==> src/rtl/cacheline_adapter_pkg.sv <==
// Shared cacheline geometry and adapter state encoding for the L1 line/burst path.
package cache_pkg;
    localparam int LINE_W  = 256;
    localparam int BURST_W = 64;
    localparam int BEATS   = LINE_W / BURST_W;
    localparam int ADDR_W  = 32;

    typedef enum logic [1:0] {
        ST_IDLE  = 2'd0,
        ST_READ  = 2'd1,
        ST_WRITE = 2'd2,
        ST_DONE  = 2'd3
    } adapter_state_t;
endpackage

==> src/rtl/cacheline_adapter_if.sv <==
// Line-side (L1) and burst-side (memory) signals of the cacheline adapter.
interface cacheline_adapter_if;
    import cache_pkg::*;

    logic                read_i;
    logic                write_i;
    logic [ADDR_W-1:0]   address_i;
    logic [LINE_W-1:0]   line_i;
    logic [LINE_W-1:0]   line_o;
    logic                resp_o;

    logic                read_o;
    logic                write_o;
    logic [ADDR_W-1:0]   address_o;
    logic [BURST_W-1:0]  burst_i;
    logic [BURST_W-1:0]  burst_o;
    logic                resp_i;

    modport slave (
        input  read_i, write_i, address_i, line_i, burst_i, resp_i,
        output line_o, resp_o, read_o, write_o, address_o, burst_o
    );

    modport master (
        output read_i, write_i, address_i, line_i, burst_i, resp_i,
        input  line_o, resp_o, read_o, write_o, address_o, burst_o
    );
endinterface

==> src/rtl/cacheline_adapter.sv <==
// Splits a 256-bit line fill/writeback into four 64-bit memory beats; resp_o pulses one cycle after the last beat
// (>= 5 cycles from request). Memory stalls by holding resp_i low; requests are only taken in IDLE.
module cacheline_adapter #(
    parameter int LINE_W  = cache_pkg::LINE_W,
    parameter int BURST_W = cache_pkg::BURST_W,
    parameter int BEATS   = cache_pkg::BEATS
) (
    input  logic               clk,
    input  logic               rst,
    cacheline_adapter_if.slave bus
);
    import cache_pkg::*;

    localparam int CNT_W = $clog2(BEATS);
    localparam int OFF_W = $clog2(LINE_W / 8);
    localparam logic [CNT_W-1:0] LAST_BEAT = CNT_W'(BEATS - 1);

    adapter_state_t     state_q, state_d;
    logic [CNT_W-1:0]   cnt_q, cnt_d;
    logic [ADDR_W-1:0]  addr_q, addr_d;
    logic [LINE_W-1:0]  line_q, line_d;
    logic [BURST_W-1:0] beat_q [BEATS];
    logic [BURST_W-1:0] beat_d [BEATS];
    logic               read_q, read_d;
    logic               write_q, write_d;
    logic               resp_q, resp_d;
    logic               fill_done;
    logic               unused_addr_bits;

    assign unused_addr_bits = ^bus.address_i[OFF_W-1:0];

    always_comb begin
        state_d   = state_q;
        cnt_d     = cnt_q;
        addr_d    = addr_q;
        line_d    = line_q;
        beat_d    = beat_q;
        read_d    = 1'b0;
        write_d   = 1'b0;
        resp_d    = 1'b0;
        fill_done = 1'b0;

        case (state_q)
            ST_IDLE: begin
                if (bus.write_i || bus.read_i) begin
                    addr_d = {bus.address_i[ADDR_W-1:OFF_W], {OFF_W{1'b0}}};
                    cnt_d  = '0;
                end
                // Writeback wins a tie so dirty data is never lost behind a refill.
                if (bus.write_i) begin
                    state_d = ST_WRITE;
                    write_d = 1'b1;
                    for (int b = 0; b < BEATS; b++) begin
                        beat_d[b] = bus.line_i[b*BURST_W +: BURST_W];
                    end
                end else if (bus.read_i) begin
                    state_d = ST_READ;
                    read_d  = 1'b1;
                end
            end
            ST_READ: begin
                read_d = 1'b1;
                if (bus.resp_i) begin
                    beat_d[cnt_q] = bus.burst_i;
                    cnt_d         = cnt_q + 1'b1;
                    if (cnt_q == LAST_BEAT) begin
                        state_d   = ST_DONE;
                        read_d    = 1'b0;
                        resp_d    = 1'b1;
                        fill_done = 1'b1;
                    end
                end
            end
            ST_WRITE: begin
                write_d = 1'b1;
                if (bus.resp_i) begin
                    cnt_d = cnt_q + 1'b1;
                    if (cnt_q == LAST_BEAT) begin
                        state_d = ST_DONE;
                        write_d = 1'b0;
                        resp_d  = 1'b1;
                    end
                end
            end
            ST_DONE: begin
                state_d = ST_IDLE;
            end
            default: begin
                state_d = ST_IDLE;
            end
        endcase

        // line_o only moves on a completed fill, so L1 never sees a half-filled line.
        if (fill_done) begin
            for (int b = 0; b < BEATS; b++) begin
                line_d[b*BURST_W +: BURST_W] = beat_d[b];
            end
        end
    end

    always_ff @(posedge clk) begin
        if (rst) begin
            state_q <= ST_IDLE;
            cnt_q   <= '0;
            addr_q  <= '0;
            line_q  <= '0;
            read_q  <= 1'b0;
            write_q <= 1'b0;
            resp_q  <= 1'b0;
            for (int b = 0; b < BEATS; b++) begin
                beat_q[b] <= '0;
            end
        end else begin
            state_q <= state_d;
            cnt_q   <= cnt_d;
            addr_q  <= addr_d;
            line_q  <= line_d;
            read_q  <= read_d;
            write_q <= write_d;
            resp_q  <= resp_d;
            beat_q  <= beat_d;
        end
    end

    assign bus.read_o    = read_q;
    assign bus.write_o   = write_q;
    assign bus.resp_o    = resp_q;
    assign bus.address_o = addr_q;
    assign bus.line_o    = line_q;
    assign bus.burst_o   = write_q ? beat_q[cnt_q] : '0;
endmodule

==> src/flat_wrapper.sv <==
// flat-port wrapper written by rule: the top's interface ports become plain ports
module cacheline_adapter_flat import cache_pkg::*;
#(
    parameter int LINE_W  = cache_pkg::LINE_W,
    parameter int BURST_W = cache_pkg::BURST_W,
    parameter int BEATS   = cache_pkg::BEATS
)
  (clk, rst, bus_read_i, bus_write_i, bus_address_i, bus_line_i, bus_burst_i, bus_resp_i, bus_line_o, bus_resp_o, bus_read_o, bus_write_o, bus_address_o, bus_burst_o);
  cacheline_adapter_if bus_i ();
  input  logic clk;
  input  logic rst;
  input wire logic [$bits(bus_i.read_i)-1:0] bus_read_i;
  input wire logic [$bits(bus_i.write_i)-1:0] bus_write_i;
  input wire logic [$bits(bus_i.address_i)-1:0] bus_address_i;
  input wire logic [$bits(bus_i.line_i)-1:0] bus_line_i;
  input wire logic [$bits(bus_i.burst_i)-1:0] bus_burst_i;
  input wire logic [$bits(bus_i.resp_i)-1:0] bus_resp_i;
  output wire logic [$bits(bus_i.line_o)-1:0] bus_line_o;
  output wire logic [$bits(bus_i.resp_o)-1:0] bus_resp_o;
  output wire logic [$bits(bus_i.read_o)-1:0] bus_read_o;
  output wire logic [$bits(bus_i.write_o)-1:0] bus_write_o;
  output wire logic [$bits(bus_i.address_o)-1:0] bus_address_o;
  output wire logic [$bits(bus_i.burst_o)-1:0] bus_burst_o;
  assign bus_i.read_i = bus_read_i;
  assign bus_i.write_i = bus_write_i;
  assign bus_i.address_i = bus_address_i;
  assign bus_i.line_i = bus_line_i;
  assign bus_i.burst_i = bus_burst_i;
  assign bus_i.resp_i = bus_resp_i;
  assign bus_line_o = bus_i.line_o;
  assign bus_resp_o = bus_i.resp_o;
  assign bus_read_o = bus_i.read_o;
  assign bus_write_o = bus_i.write_o;
  assign bus_address_o = bus_i.address_o;
  assign bus_burst_o = bus_i.burst_o;
  cacheline_adapter #(.LINE_W(LINE_W), .BURST_W(BURST_W), .BEATS(BEATS)) u_core (.clk(clk), .rst(rst), .bus(bus_i));
endmodule
==> config.mk <==
export PLATFORM = sky130hd
export DESIGN_NAME = cacheline_adapter_flat
export DESIGN_NICKNAME = d
export VERILOG_FILES = /design/src/rtl/cacheline_adapter_pkg.sv /design/src/rtl/cacheline_adapter_if.sv /design/src/rtl/cacheline_adapter.sv /design/src/flat_wrapper.sv
export SDC_FILE = /design/constraint.sdc
export NUM_CORES = 1
export LEC_CHECK = 0
export ABC_AREA = 1
export CORE_AREA = 5 5 276 278
export DETAILED_ROUTE_END_ITERATION = 6
export DIE_AREA = 0 0 281 283
export GPL_TIMING_DRIVEN = 0
export PLACE_DENSITY = 0.71
export SETUP_SLACK_MARGIN = 0.02
export SLEW_MARGIN = 20
export SYNTH_ARGS = -nofsm -noshare
export SYNTH_HDL_FRONTEND = slang
export SYNTH_SLANG_ARGS = --single-unit
==> constraint.sdc <==
create_clock -name clk -period 1.82 [get_ports clk]
set_input_delay 0.364 -clock clk [delete_from_list [all_inputs] [get_ports clk]]
set_output_delay 0.364 -clock clk [all_outputs]
set_load 0.02 [all_outputs]
==> metrics.md, run 1 <==
| Metric | Value |
|---|---|
| Core Region | `73700 µm²` |
| Hold Fails Final Rpt | `0` |
| CP Class | `register to primary output` |
| RSZ-0062 raised after global routing | `yes` |
| Dpl cells | `5635` |
| Synth-to-Final Area Change | `48.5%` |
| Worst Path Max Fanout | `8` |
| Synth top cells by count | `695 x nor2_1, 649 x inv_1, 546 x dfxtp_1` |
| Setup crit end kind | `primary output` |
| Worst min path class | `input pin to register` |
| Utilization after layout | `53.9%` |
| CTS clock-pin slew for the worst setup and hold paths | `0.06 ns` |
| Fmax achieved | `0.396 GHz` |
| Least-Margin Pin Slew | `1.09 ns` |
| Crit-path leading delay family | `buffers and inverters` |
| Post-DP Area | `35000 µm²` |
| Dpl hpwl | `95700 µm` |
| IO buf count | `700` |
| Ys async rst share | `0%` |
| Nets | `5150` |
| Gr ovfl total | `0` |
| Final Cycle Share | `139%` |
| GRT Resource Usage Total | `29.4%` |
| Min Hold Slack | `0.325 ns` |
| DRC | `5` |
| CTS Buf Count | `60` |
| Vias in the first global route | `27700` |
| Row cnt | `100` |
| Post-Synthesis Cells | `3962` |
| R2R Path Start | `u_core.cnt_q[0]` |
| Worst Reg-to-Reg Cells | `10` |
| Final-report setup violation count | `837` |
| R2R setup slack | `-0.40 ns` |
| Tot Pwr | `47.3 mW` |
| Worst path required time | `1.46 ns` |
| Largest net degree at the start of global routing | `16` |
| Synthesized flop and latch total | `546` |
| Top cell type's share of synthesized area | `40.9%` |
| Worst setup margin | `-0.704 ns` |
| Worst skew pair latency | `0.62 ns` |
| Worst Setup SP | `u_core.cnt_q[0]` |
| Status | `complete, but fails checks` |
| Critical-path cell list | `buf_16 > clkbuf_16 > nor2_2 > nor2_1 > o21ai_1 > a21oi_1 > buf_4` |
| Hold depth | `3` |
| Hold-fix buffers, CTS | `0` |
| CP Data Arrival Time | `2.16 ns` |
| First-pass GRT wire length | `178000 µm` |
| Vias | `29600` |
| Worst setup endpoint | `bus_burst_o[21]` |
| CTS H-tree lvls | `2` |
| Skew final | `0.0140 ns` |
| TritonCTS clock tree | `done` |
| Avg Cell Area, Syn | `6.75 µm²` |
| Sink Count | `546` |
| Wirelength per Cell | `22.0 µm` |
| Share of cells above drive strength 1 | `15.6%` |
| Area leader, netlist | `dfxtp_1` |
| Yosys warns | `0` |
| Total die area | `79500 µm²` |
| Max-slew violations | `0` |
| Die height | `283 µm` |
| Number of fill cells | `7110` |
| Max_cap viols | `0` |
| Power Density | `1190 nW/µm²` |
| Initial Utilization | `36.3%` |
| Pre-CTS WS | `-1.35 ns` |
| Synth area leaders | `dfxtp_1 41%, nor2_1 9.8%, a21oi_1 9.7%` |
| Worst path max stage delay | `0.47 ns` |
| Setup Total Neg Slack | `-192.77 ns` |
| Antenna-violating nets left | `0` |
| Final Instance Count excl. Fillers | `5809` |
| Critical path buffer and inverter count | `3` |
| Critical R2R Capture | `u_core.bus.line_o[245]` |
| Clk root buf | `clkbuf_16` |
| Sequential share of the synthesized area | `40.9%` |
| Synth cell types | `24` |
| Placer Congestion | `0.958` |
| DR vias/cell | `5.10` |
| Top FF cell, synth | `dfxtp_1` |
| Die Width | `281 µm` |
| Post-Route WL | `128000 µm` |
| Failing checks | `DRC, setup timing` |
| Finished Cell Area | `39700 µm²` |
| Beginning of the worst hold path | `bus_address_i[21]` |
| Tmin final | `2.52 ns` |
| Slew HR | `27.6%` |
| Slowest CP cell | `dfxtp_4` |
| WP depth | `7` |
| Initial antenna violation count | `7` |
| I/O pins | `712` |
| CP Launch Type | `register` |
| Clk buf depth | `3` |
| Iter 0 DRT Violations | `2947` |
| DR pass1 iterations | `7` |
| Peak supply drop | `1000 µV` |
| Most instantiated library cell after synthesis | `nor2_1` |
| Leakage | `18.3 nW` |
| Post-synth EDFFs | `0` |
| Synthesized area | `26700 µm²` |
==> cell families after synthesis <==
logic type,synth area share (%)
AO/OA/AOI/OAI,19.9
adder cells (fa/ha/maj),0.328
buffers and inverters,14.6
flip-flops,40.9
other,0.0140
AND/OR/NAND/NOR,24.3
==> registers in the layout, summed over array words and instances (netlist names) <==
signal and flops:
u_core.bus.resp_o 1, u_core.cnt_q 2, u_core.bus.line_o 256, u_core.state_q 2, u_core.bus.read_o 1, u_core.bus.write_o 1
u_core.bus.address_o 27, u_core.beat_q 256
==> how the worst min path moves through the flow <==
stage,to,slack [ns]
5_1_grt,u_core.bus.address_o[18],0.31
2_1_floorplan,u_core.beat_q[238],0.46
3_5_place_dp,u_core.beat_q[206],0.47
3_3_place_gp,u_core.beat_q[30],0.47
6_report,u_core.bus.address_o[21],0.32
4_1_cts,u_core.bus.address_o[22],0.29
==> cell usage in the layout, fill, tap and decap left out, drive strengths merged <==
| cell | netlist | final |
|---|---|---|
| a21oi | 519 | 519 |
| buf | 180 | 281 |
| bufinv | 0 | 3 |
| clkbuf | 78 | 191 |
| clkdlybuf4s50 | 0 | 635 |
| clkinv | 0 | 11 |
| conb | 1 | 5 |
| dfxtp | 546 | 546 |
| diode | 0 | 6 |
| ha | 7 | 7 |
| inv | 658 | 663 |
| nand2 | 599 | 599 |
| nand3 | 264 | 264 |
| nand4 | 1 | 1 |
| nor2 | 695 | 695 |
| nor3 | 1 | 1 |
| o21a | 256 | 256 |
| o21ai | 157 | 157 |
==> layout make-up <==
class | instances | area (µm²) | area share (%)
Antenna cell | 6 | 15.0 | 0.0378
Buffer | 258 | 2260 | 5.69
Clock buffer | 91 | 1800 | 4.53
Clock inverter | 19 | 191 | 0.482
Inverter | 658 | 2510 | 6.31
Multi-Input combinational cell | 2504 | 13000 | 32.6
Sequential cell | 546 | 10900 | 27.6
Tap cell | 969 | 1210 | 3.05
Timing Repair Buffer | 758 | 7820 | 19.7
==> report_power, final <==
part           total [mW]  switching, mW  internal [mW]
registers            14.7           1.13           13.6
clock network        12.5           5.28           7.22
logic                20.0           12.2           7.88
total                47.3           18.6           28.7
==> timing repair <==
item                                    4_1_cts  5_1_grt
setup buffers                                12       30
resized for setup                           658      384
gates cloned                                  5       11
endpoints found under the setup margin      868      884
pin swaps                                    53       76
endpoints found under the hold margin         0        0
==> metal layers <==
metal / up-vias / part of all wire [%] / global-route usage [%]
met3: 288 / 7.7 / 4.73
met1: 13900 / 40 / 37.4
li1: 14000 / - / -
met2: 1418 / 47 / 49.6
met5: - / 0 / 0
met4: 0 / 5.0 / 11.8
==> worst register-to-register path, stage by stage (launching register included) <==
cell and delay (ns):
dfxtp_4 0.47, buf_4 0.17, ha_4 0.15, nand2_1 0.12, nand2_1 0.18, nand3_4 0.35
buf_6 0.31, nand2_1 0.09, nand3_1 0.14, nand2_1 0.10, inv_1 0.04
Power figures use the tool's default switching activity.
==> run 2: changes to the inputs <==
--- a/config.mk
+++ b/config.mk
@@ -6,11 +6,15 @@
 export NUM_CORES = 1
 export LEC_CHECK = 0
 export ABC_AREA = 1
-export CORE_AREA = 5 5 276 278
+export CELL_PAD_IN_SITES_DETAIL_PLACEMENT = 2
+export CELL_PAD_IN_SITES_GLOBAL_PLACEMENT = 2
+export CORE_ASPECT_RATIO = 1.1
+export CORE_MARGIN = 5
+export CORE_UTILIZATION = 24
 export DETAILED_ROUTE_END_ITERATION = 6
-export DIE_AREA = 0 0 281 283
 export GPL_TIMING_DRIVEN = 0
-export PLACE_DENSITY = 0.71
+export PLACE_DENSITY = 0.83
+export RECOVER_POWER = 25
 export SETUP_SLACK_MARGIN = 0.02
 export SLEW_MARGIN = 20
 export SYNTH_ARGS = -nofsm -noshare
==> run 2 against run 1 <==
Net effect:
- hold slack improved by 0.0079 ns
- the run ends with setup timing left
- clock power is 18% higher
- critical path type unchanged
- sequential cell count unchanged
- setup slack worse by 0.041 ns
- global-route usage is 3.3 points lower
- cell count increased by 8.7%
- wire length rose by 28%
- sequential share of layout area is 0.096 points higher
- fmax shrank 1.6%
==> metrics.md, run 2 (same netlist as run 1, synthesis figures left out) <==
| Metric | Value |
|---|---|
| Status | `complete, but fails checks (unchanged)` |
| Failing checks | `setup timing (was DRC, setup timing)` |
| DR vias/cell | `4.81 (was 5.10)` |
| TritonCTS clock tree | `done (unchanged)` |
| Worst Reg-to-Reg Cells | `11 (was 10)` |
| First-pass GRT wire length | `227000 µm (was 178000 µm)` |
| Die height | `360 µm (was 283 µm)` |
| Grt peak-use layer | `met2 (unchanged)` |
| Leading cell types in the layout, fill and taps excluded | `675 x nor2_1, 646 x inv_1, 636 x clkdlybuf4s50_1 (was 646 x inv_1, 644 x nor2_1, 635 x clkdlybuf4s50_1)` |
| Vias in the first global route | `33400 (was 27700)` |
| Placer Congestion | `0.877 (was 0.958)` |
| RSZ-0062 raised after global routing | `yes (unchanged)` |
| Wirelength per Cell | `26.0 µm (was 22.0 µm)` |
| Combinational share of power | `39.7% (was 42.4%)` |
| Worst path required time | `1.46 ns (about the same)` |
| Slew HR | `20.2% (was 27.6%)` |
| Least-Margin Pin Slew | `1.20 ns (was 1.09 ns)` |
| Clk pwr share | `30.2% (was 26.4%)` |
| Clk root buf | `clkbuf_16 (unchanged)` |
| R2R Path Start | `u_core.cnt_q[0] (unchanged)` |
| Post-Route WL | `164000 µm (was 128000 µm)` |
| Reg power frac | `30.1% (was 31.2%)` |
| Hold depth | `3 (unchanged)` |
| Tmin final | `2.57 ns (was 2.52 ns)` |
| Commonest non-fill, non-tap cell in the layout | `nor2_1 (was inv_1)` |
| Internal cell power | `29.4 mW (was 28.7 mW)` |
| Power Density | `1240 nW/µm² (was 1190 nW/µm²)` |
| GRT met3 Usage | `4.53% (was 4.73%)` |
| CP Data Arrival Time | `2.20 ns (was 2.16 ns)` |
| Hold Fails Final Rpt | `0 (unchanged)` |
| Setup crit end kind | `primary output (unchanged)` |
| Share of cells above drive strength 1 | `13.4% (was 15.6%)` |
| CP Class | `register to primary output (unchanged)` |
| Max_cap viols | `0 (unchanged)` |
| Worst Hold End | `u_core.bus.address_o[14] (was u_core.bus.address_o[21])` |
| Antenna-violating nets left | `0 (unchanged)` |
| Tot Pwr | `49.0 mW (was 47.3 mW)` |
| Leakage | `18.1 nW (was 18.3 nW)` |
| Pre-CTS WS | `-1.57 ns (was -1.35 ns)` |
| Post-DP Area | `35600 µm² (was 35000 µm²)` |
| Core Region | `111000 µm² (was 73700 µm²)` |
| Final Cycle Share | `141% (was 139%)` |
| CTS H-tree lvls | `3 (was 2)` |
| Sw frac | `40.1% (was 39.3%)` |
| Finished Cell Area | `39600 µm² (was 39700 µm²)` |
| Die Width | `328 µm (was 281 µm)` |
| Worst min path class | `input pin to register (unchanged)` |
| DR pass1 iterations | `5 (was 7)` |
| Synth-to-Final Area Change | `48.0% (was 48.5%)` |
| IO buf count | `700 (unchanged)` |
| Row cnt | `128 (was 100)` |
| I/O pins | `712 (unchanged)` |
| Met1 Track Usage GR | `29.1% (was 37.4%)` |
| DRC | `0 (was 5)` |
| Worst skew pair latency | `0.63 ns (was 0.62 ns)` |
| Iter 0 DRT Violations | `1315 (was 2947)` |
| Total die area | `118000 µm² (was 79500 µm²)` |
| Vias | `30400 (was 29600)` |
| Final-report setup violation count | `860 (was 837)` |
| Largest net degree at the start of global routing | `14 (was 16)` |
| Utilization after layout | `35.8% (was 53.9%)` |
| Worst Path Max Fanout | `10 (was 8)` |
| CTS Buf Count | `70 (was 60)` |
| Initial Utilization | `24.2% (was 36.3%)` |
| Max-slew violations | `0 (unchanged)` |
| CTS clock-pin slew for the worst setup and hold paths | `0.06 ns (about the same)` |
| GR Util met2 | `48.1% (was 49.6%)` |
| Gr ovfl total | `0 (unchanged)` |
| Switching power | `19.7 mW (was 18.6 mW)` |
| Min Hold Slack | `0.333 ns (was 0.325 ns)` |
| Clk buf depth | `3 (unchanged)` |
| Fmax achieved | `0.390 GHz (was 0.396 GHz)` |
| Nets | `5133 (was 5150)` |
| CP Launch Type | `register (unchanged)` |
| Initial antenna violation count | `16 (was 7)` |
| Skew final | `0.0273 ns (was 0.0140 ns)` |
| Beginning of the worst hold path | `bus_address_i[14] (was bus_address_i[21])` |
| R2R setup slack | `-0.67 ns (was -0.40 ns)` |
| Critical R2R Capture | `u_core.bus.line_o[144] (was u_core.bus.line_o[245])` |
| Dpl hpwl | `125000 µm (was 95700 µm)` |
| GRT Resource Usage Total | `26.0% (was 29.4%)` |
| Worst setup margin | `-0.746 ns (was -0.704 ns)` |
| Sink Count | `546 (unchanged)` |
| Peak supply drop | `1040 µV (was 1000 µV)` |
==> run 2: cell count changes in the layout (fill, tap and decap cells not counted), sizes merged <==
cell	change
clkbuf	-16
buf	-12
bufinv	+6
inv	-5
clkinv	+4
clkinvlp	+4
diode	-2
clkdlybuf4s50	+1
==> run 2: routing by layer <==
layer	vias up	part of all wire (%)
met5	-	0.037
met1	15300	39
met4	8	5.0
met3	300	4.9
met2	835	51
li1	14000	-
==> run 2: per-stage QoR <==
stage,TNS (ns),instances
after floorplan,0,3966
after global placement,-640.85,6161
after detailed placement,-657.22,6161
after CTS,-382.97,6281
after global routing,-319.84,6313
final,-244.89,6315
==> run 2: worst max-delay path, cell delays in order, from the launching register on <==
cell	delay [ns]
dfxtp_4	0.46
inv_6	0.11
clkbuf_16	0.20
buf_4	0.19
o21ai_1	0.27
a21oi_1	0.15
buf_4	0.20
==> run 2: power by group through the flow <==
| stage | registers [mW] | logic [mW] | clock network [mW] |
|---|---|---|---|
| after floorplan | 14.9 | 9.06 | 0 |
| after global placement | 14.8 | 16.5 | 0 |
| after detailed placement | 14.8 | 16.9 | 0 |
| after CTS | 14.7 | 17.7 | 15.0 |
| after global routing | 14.9 | 20.7 | 15.5 |
| final | 14.8 | 19.5 | 14.8 |
==> run 2: layout make-up <==
cell class / instances / area, µm²
repair buffers: 731 / 7340
diodes: 4 / 10.0
well taps: 1495 / 1870
fillers: 12900 / 71100
plain buffers: 258 / 2130
flip-flops and latches: 546 / 10900
clock inverters: 28 / 379
multi-input cells: 2504 / 12400
clock buffers: 91 / 1980
inverters: 658 / 2500
==> run 2: repair_timing <==
action	CTS	global route
setup buffers	1	23
hold buffers	0	0
pin swaps	25	43
gates resized for setup	487	347
setup endpoints to repair	886	885
cloned	0	7
==> run 2: worst max-delay path by stage <==
stage                               start  slack, ns  cells after the start                      to
after global placement    u_core.cnt_q[1]      -1.54                      6         bus_burst_o[37]
after global routing      u_core.cnt_q[0]      -0.81                      6         bus_burst_o[12]
after floorplan           u_core.cnt_q[0]       0.11                     12  u_core.bus.line_o[177]
after CTS                 u_core.cnt_q[0]      -0.90                      7         bus_burst_o[46]
after detailed placement  u_core.cnt_q[0]      -1.57                      6         bus_burst_o[36]
final                     u_core.cnt_q[0]      -0.75                      6         bus_burst_o[24]
